--- config.mk ---
export PLATFORM = sky130hd
export DESIGN_NAME = apb_master_bridge
export DESIGN_NICKNAME = d
export VERILOG_FILES = /design/src/rtl/apb_master_bridge.sv
export SDC_FILE = /design/constraint.sdc
export NUM_CORES = 1
export LEC_CHECK = 0
export ABC_AREA = 1
export BUFFER_PORTS_ARGS = -buffer_cell sky130_fd_sc_hd__buf_2
export CORE_ASPECT_RATIO = 1.75
export CORE_UTILIZATION = 48
export DETAILED_ROUTE_END_ITERATION = 6
export PLACE_DENSITY = 0.84
export RECOVER_POWER = 100
export SYNTH_ARGS = -nofsm -noshare
export SYNTH_HDL_FRONTEND = slang
export SYNTH_SLANG_ARGS = --single-unit
--- constraint.sdc ---
create_clock -name PCLK -period 3.2 [get_ports PCLK]
set_clock_uncertainty 0.2 [all_clocks]
set_input_delay 0.64 -clock PCLK [delete_from_list [all_inputs] [get_ports PCLK]]
set_output_delay 0.64 -clock PCLK [all_outputs]
set_load 0.03 [all_outputs]
--- src/rtl/apb_master_bridge.sv ---
// apb_master_bridge
//   Single-outstanding APB3/APB4 requester. Turns a valid/ready command
//   stream into one APB SETUP/ACCESS transfer at a time and returns the
//   result on a valid/ready response stream. A wait-state timeout aborts
//   transfers whose responder never raises PREADY.
//
// Parameters
//   TIMEOUT   max consecutive ACCESS cycles with PREADY=0 before abort (0 = never)
//
// Ports
//   PCLK, PRESET                      clock, synchronous active-high reset
//   cmd_valid/cmd_ready               command handshake
//   cmd_addr/write/wdata/strb/prot    command payload
//   rsp_valid/rsp_ready               response handshake
//   rsp_rdata/err/timeout             response payload
//   PSEL, PENABLE, PWRITE, PADDR,
//   PWDATA, PSTRB, PPROT              APB requester outputs (registered)
//   PRDATA, PREADY, PSLVERR           APB responder inputs
module apb_master_bridge #(
   parameter int unsigned TIMEOUT = 16
) (
   input  logic        PCLK,
   input  logic        PRESET,
   input  logic        cmd_valid,
   output logic        cmd_ready,
   input  logic [31:0] cmd_addr,
   input  logic        cmd_write,
   input  logic [31:0] cmd_wdata,
   input  logic [3:0]  cmd_strb,
   input  logic [2:0]  cmd_prot,
   output logic        rsp_valid,
   input  logic        rsp_ready,
   output logic [31:0] rsp_rdata,
   output logic        rsp_err,
   output logic        rsp_timeout,
   output logic        PSEL,
   output logic        PENABLE,
   output logic        PWRITE,
   output logic [31:0] PADDR,
   output logic [31:0] PWDATA,
   output logic [3:0]  PSTRB,
   output logic [2:0]  PPROT,
   input  logic [31:0] PRDATA,
   input  logic        PREADY,
   input  logic        PSLVERR
);

   typedef enum logic [1:0] {IDLE, SETUP, ACCESS, RESP} state_t;

   // Counter only has to reach TIMEOUT-1.
   localparam int unsigned CW = (TIMEOUT > 2) ? $clog2(TIMEOUT) : 1;
   localparam logic [CW-1:0] CNT_LAST = (TIMEOUT != 0) ? CW'(TIMEOUT - 1) : '0;

   state_t         state_q, state_d;
   logic [CW-1:0]  cnt_q, cnt_d;

   logic           psel_d, penable_d, pwrite_d;
   logic [31:0]    paddr_d, pwdata_d;
   logic [3:0]     pstrb_d;
   logic [2:0]     pprot_d;
   logic           rsp_valid_d, rsp_err_d, rsp_timeout_d;
   logic [31:0]    rsp_rdata_d;

   logic           timeout_hit;

   assign cmd_ready   = (state_q == IDLE) && !PRESET;
   assign timeout_hit = (TIMEOUT != 0) && !PREADY && (cnt_q == CNT_LAST);

   // State and registered outputs
   always_ff @(posedge PCLK) begin
      if (PRESET) begin
         state_q     <= IDLE;
         cnt_q       <= '0;
         PSEL        <= 1'b0;
         PENABLE     <= 1'b0;
         PWRITE      <= 1'b0;
         PADDR       <= '0;
         PWDATA      <= '0;
         PSTRB       <= '0;
         PPROT       <= '0;
         rsp_valid   <= 1'b0;
         rsp_rdata   <= '0;
         rsp_err     <= 1'b0;
         rsp_timeout <= 1'b0;
      end else begin
         state_q     <= state_d;
         cnt_q       <= cnt_d;
         PSEL        <= psel_d;
         PENABLE     <= penable_d;
         PWRITE      <= pwrite_d;
         PADDR       <= paddr_d;
         PWDATA      <= pwdata_d;
         PSTRB       <= pstrb_d;
         PPROT       <= pprot_d;
         rsp_valid   <= rsp_valid_d;
         rsp_rdata   <= rsp_rdata_d;
         rsp_err     <= rsp_err_d;
         rsp_timeout <= rsp_timeout_d;
      end
   end

   // Next state
   always_comb begin
      state_d = state_q;
      unique case (state_q)
         IDLE:    if (cmd_valid) state_d = SETUP;
         SETUP:   state_d = ACCESS;
         ACCESS:  if (PREADY || timeout_hit) state_d = RESP;
         RESP:    if (rsp_ready) state_d = IDLE;
         default: state_d = IDLE;
      endcase
   end

   // Next values of registered outputs and wait counter
   always_comb begin
      cnt_d         = cnt_q;
      psel_d        = PSEL;
      penable_d     = PENABLE;
      pwrite_d      = PWRITE;
      paddr_d       = PADDR;
      pwdata_d      = PWDATA;
      pstrb_d       = PSTRB;
      pprot_d       = PPROT;
      rsp_valid_d   = rsp_valid;
      rsp_rdata_d   = rsp_rdata;
      rsp_err_d     = rsp_err;
      rsp_timeout_d = rsp_timeout;
      unique case (state_q)
         IDLE: begin
            if (cmd_valid) begin
               paddr_d   = cmd_addr;
               pwrite_d  = cmd_write;
               pwdata_d  = cmd_wdata;
               pprot_d   = cmd_prot;
               pstrb_d   = cmd_write ? cmd_strb : 4'h0;
               psel_d    = 1'b1;
               penable_d = 1'b0;
            end
         end
         SETUP: begin
            penable_d = 1'b1;
            cnt_d     = '0;
         end
         ACCESS: begin
            if (PREADY) begin
               psel_d        = 1'b0;
               penable_d     = 1'b0;
               rsp_rdata_d   = PWRITE ? 32'h0 : PRDATA;
               rsp_err_d     = PSLVERR;
               rsp_timeout_d = 1'b0;
               rsp_valid_d   = 1'b1;
            end else if (timeout_hit) begin
               psel_d        = 1'b0;
               penable_d     = 1'b0;
               rsp_rdata_d   = '0;
               rsp_err_d     = 1'b1;
               rsp_timeout_d = 1'b1;
               rsp_valid_d   = 1'b1;
            end else if (TIMEOUT != 0) begin
               // With the timeout disabled the counter is frozen so it never wraps.
               cnt_d = cnt_q + CW'(1);
            end
         end
         RESP: begin
            if (rsp_ready) rsp_valid_d = 1'b0;
         end
         default: ;
      endcase
   end

endmodule

==> results.toml <==
[logic_synthesis]
synth_cell_types = 20
synthFlopType = "sky130_fd_sc_hd__dfxtp_1"
synthDominantAreaCellType = "sky130_fd_sc_hd__dfxtp_1"
postSynthAreaPerCell_um2 = 7.75
postSynthNetCount = 664
synth.ff_latch_count = 115
synth.area.top_cells = "sky130_fd_sc_hd__dfxtp_1 54%, sky130_fd_sc_hd__nor2_1 13%, sky130_fd_sc_hd__nand2_1 8.4%"
synth_top_area_share_pct = 54.2
synth_cells = 548
synth.cell_area_um2 = 4250
synth_async_sr_flop_share_pct = 0
synth_sequential_area_ratio_pct = 54.2
synthesis.yosys.warnings = 0
synth_edf_count = 0

[timing]
fin_worst_hold_slack_ns = 0.261
grt_setup_unrepaired = "false"
max_freq_mhz = 404
max_slew_margin_pct = -20.3
period_needed_ns = 2.48
period_share_pct = 77.4
worst_slew_pin_slew_ns = 1.80
drv_slew = 75
hold_viol_final = 0
fin_tns_setup_ns = 0
setup_violations = 0

[min_path]
min_path_type = "flop to flop"
timing.hold.worst_path_depth = 2
launch_instance_of_the_worst_min_delay_path = "rsp_rdata[0]"
min_to = "rsp_rdata[0]"

[critical_path]
cp.arrival_ns = 2.60
crit_fanout = 74
reg2reg_setup_slack_ns = 0.91
worst-r2r-cell-count = 6
critPathMaxStageDelay_ns = 1.28
critical-path-slowest-cell = "sky130_fd_sc_hd__inv_1"
critical_path.cell_chain = "buf_2, inv_1, o21ai_0, nor2_1"
critical_path.startpoint_type = "input pin"
endpoint_kind = "flop"
critical_path.reg2reg.endpoint = "rsp_err"
worst_reg2reg_path_startpoint = "state_q[0]"
path_class = "input pin to flop"
worstPathRequired_ns = 3.33

[clock_tree]
hold_buf_count_cts = 0
cts.sinks = 115
clock_insertion_delay_worst_skew_ns = 0.40
cts-buffers-inserted = 17
cts_tree = "yes"
htree_levels = 4
clockRootBuffer = "sky130_fd_sc_hd__clkbuf_16"
cts_setup_buffers = 0
clock_tree.buffer_depth = 2
worst_setup_hold_path_clk_slew_ns = 0.05
post_cts.resized_instances = 0

[floorplanning]
initial_core_util_pct = 49.3
design.die.area_um2 = 9240
chipWidth_um = 73.1
chipHeight_um = 126
core_area_um2 = 8610
placement_rows = 45
ios = 220

[power]
leakagePower_nw = 2.51
post-layout-total-power_w = 0.00577
irDropWorstVdd_mv = 0.621
pwr_density_nw_per_um2 = 991

[global_routing]
initial_antenna_violation_count = 0
grt_first_pass_wirelength_mm = 17.7
first_global_vias = 4133
maximum_number_of_pins_on_one_net_before_global_route_repair = 75
grt_usage_pct = 24.5
globalRouteOverflowTotal = 0

[final_layout]
num-fill-cells = 776
postLayoutCellArea_um2 = 5820
n_antenna_cell = 0
mostFrequentLayoutCell = "sky130_fd_sc_hd__nor2_1"
drive_above_1_share_pct = 19.5
finish.net_count = 871
areaGrowthSynthToFinish_pct = 37.0
final_cell_mix = "149 x sky130_fd_sc_hd__nor2_1, 115 x sky130_fd_sc_hd__dfxtp_1, 112 x sky130_fd_sc_hd__clkbuf_1"

[route]
drt_iter0_markers = 165
drt_drc_violations_left = 0
via_per_inst = 4.91
avgRoutedWirePerCell_um = 12.9
drt_wl_total_mm = 11.4
number_of_detailed_routing_iterations_run_before_antenna_repair = 4
ant_nets = 0
via_count = 4342

[placement]
dp_hpwl_mm = 7.68
placedInstanceArea_um2 = 5340
place.gp.congestion = 0.837
port-buffer-count = 219

[run]
max_cap_viol_count = 1

[run_status]
status = "complete, but fails checks"
violations = "capacitance limit, slew limit"
synthesized netlist by cell type, types with 4 or more instances:
cell	number
sky130_fd_sc_hd__a21oi_2	9
sky130_fd_sc_hd__buf_6	4
sky130_fd_sc_hd__ha_1	6
sky130_fd_sc_hd__dfxtp_1	115
sky130_fd_sc_hd__inv_1	14
sky130_fd_sc_hd__a21oi_1	35
sky130_fd_sc_hd__buf_2	14
sky130_fd_sc_hd__nand2_1	95
sky130_fd_sc_hd__nand3_1	7
sky130_fd_sc_hd__nor2_1	149
sky130_fd_sc_hd__o21ai_0	70
sky130_fd_sc_hd__clkbuf_1	16
how the worst max path moves through the flow:
stage	startpoint	endpoint	depth (start not counted)
after floorplan	PRESET	cmd_ready	3
after global placement	PRESET	PADDR[10]	4
after detailed placement	PRESET	PADDR[30]	4
after CTS	state_q[0]	cmd_ready	5
after global routing	PRESET	PWDATA[7]	4
final	PRESET	PADDR[31]	4
where the power goes:
part	internal [W]	total, W	switching, W
Clock	0.00144	0.00207	0.000628
Combinational	0.000449	0.00177	0.00132
Sequential	0.00175	0.00193	0.000176
critical path: cells and delay by family:
kind | cells | cell delay [ns]
buffers and inverters | 2 | 1.42
AND/OR/NAND/NOR | 1 | 0.18
AO/OA/AOI/OAI | 1 | 0.34
metrics by stage:
step	util [%]	setup slack [ns]	std cells
after floorplan	-	0.935	548
after global placement	62.0	1.11	853
after CTS	69.5	0.852	885
after detailed placement	62.0	1.03	853
after global routing	67.6	0.403	885
final	67.6	0.723	885
area by class of cell:
type,instances,area (µm²),area share (%)
clock buffers,22,474,8.15
multi-input cells,380,1660,28.6
flip-flops and latches,115,2300,39.6
inverters,18,68.8,1.18
well taps,117,146,2.52
clock inverters,10,178,3.05
repair buffers,223,988,17.0
registers in the layout (all words and copies together), names as in the netlist, 2 cells and up:
name	cells
PWDATA	32
cnt_q	4
state_q	2
PSTRB	4
rsp_rdata	32
PADDR	32
PPROT	3
logic make-up (layout without fill, tap and decap cells):
kind of cell             count (synthesis)  count (layout)  synth area share (%)
AND/OR/NAND/NOR                        259             259                  23.7
AO/OA/AOI/OAI                          115             115                  14.4
flip-flops                             115             115                  54.2
buffers and inverters                   53             273                  5.92
adder cells (fa/ha/maj)                  6               6                  1.77
layer usage:
layer	GRT usage [%]	vias to the layer above	share of wire, %
met5	0	-	0
met4	10.4	0	1.8
met3	6.20	19	5.9
met2	47.1	171	55
met1	23.5	1998	37
li1	-	2154	-
(Power assumes the default switching activity.)
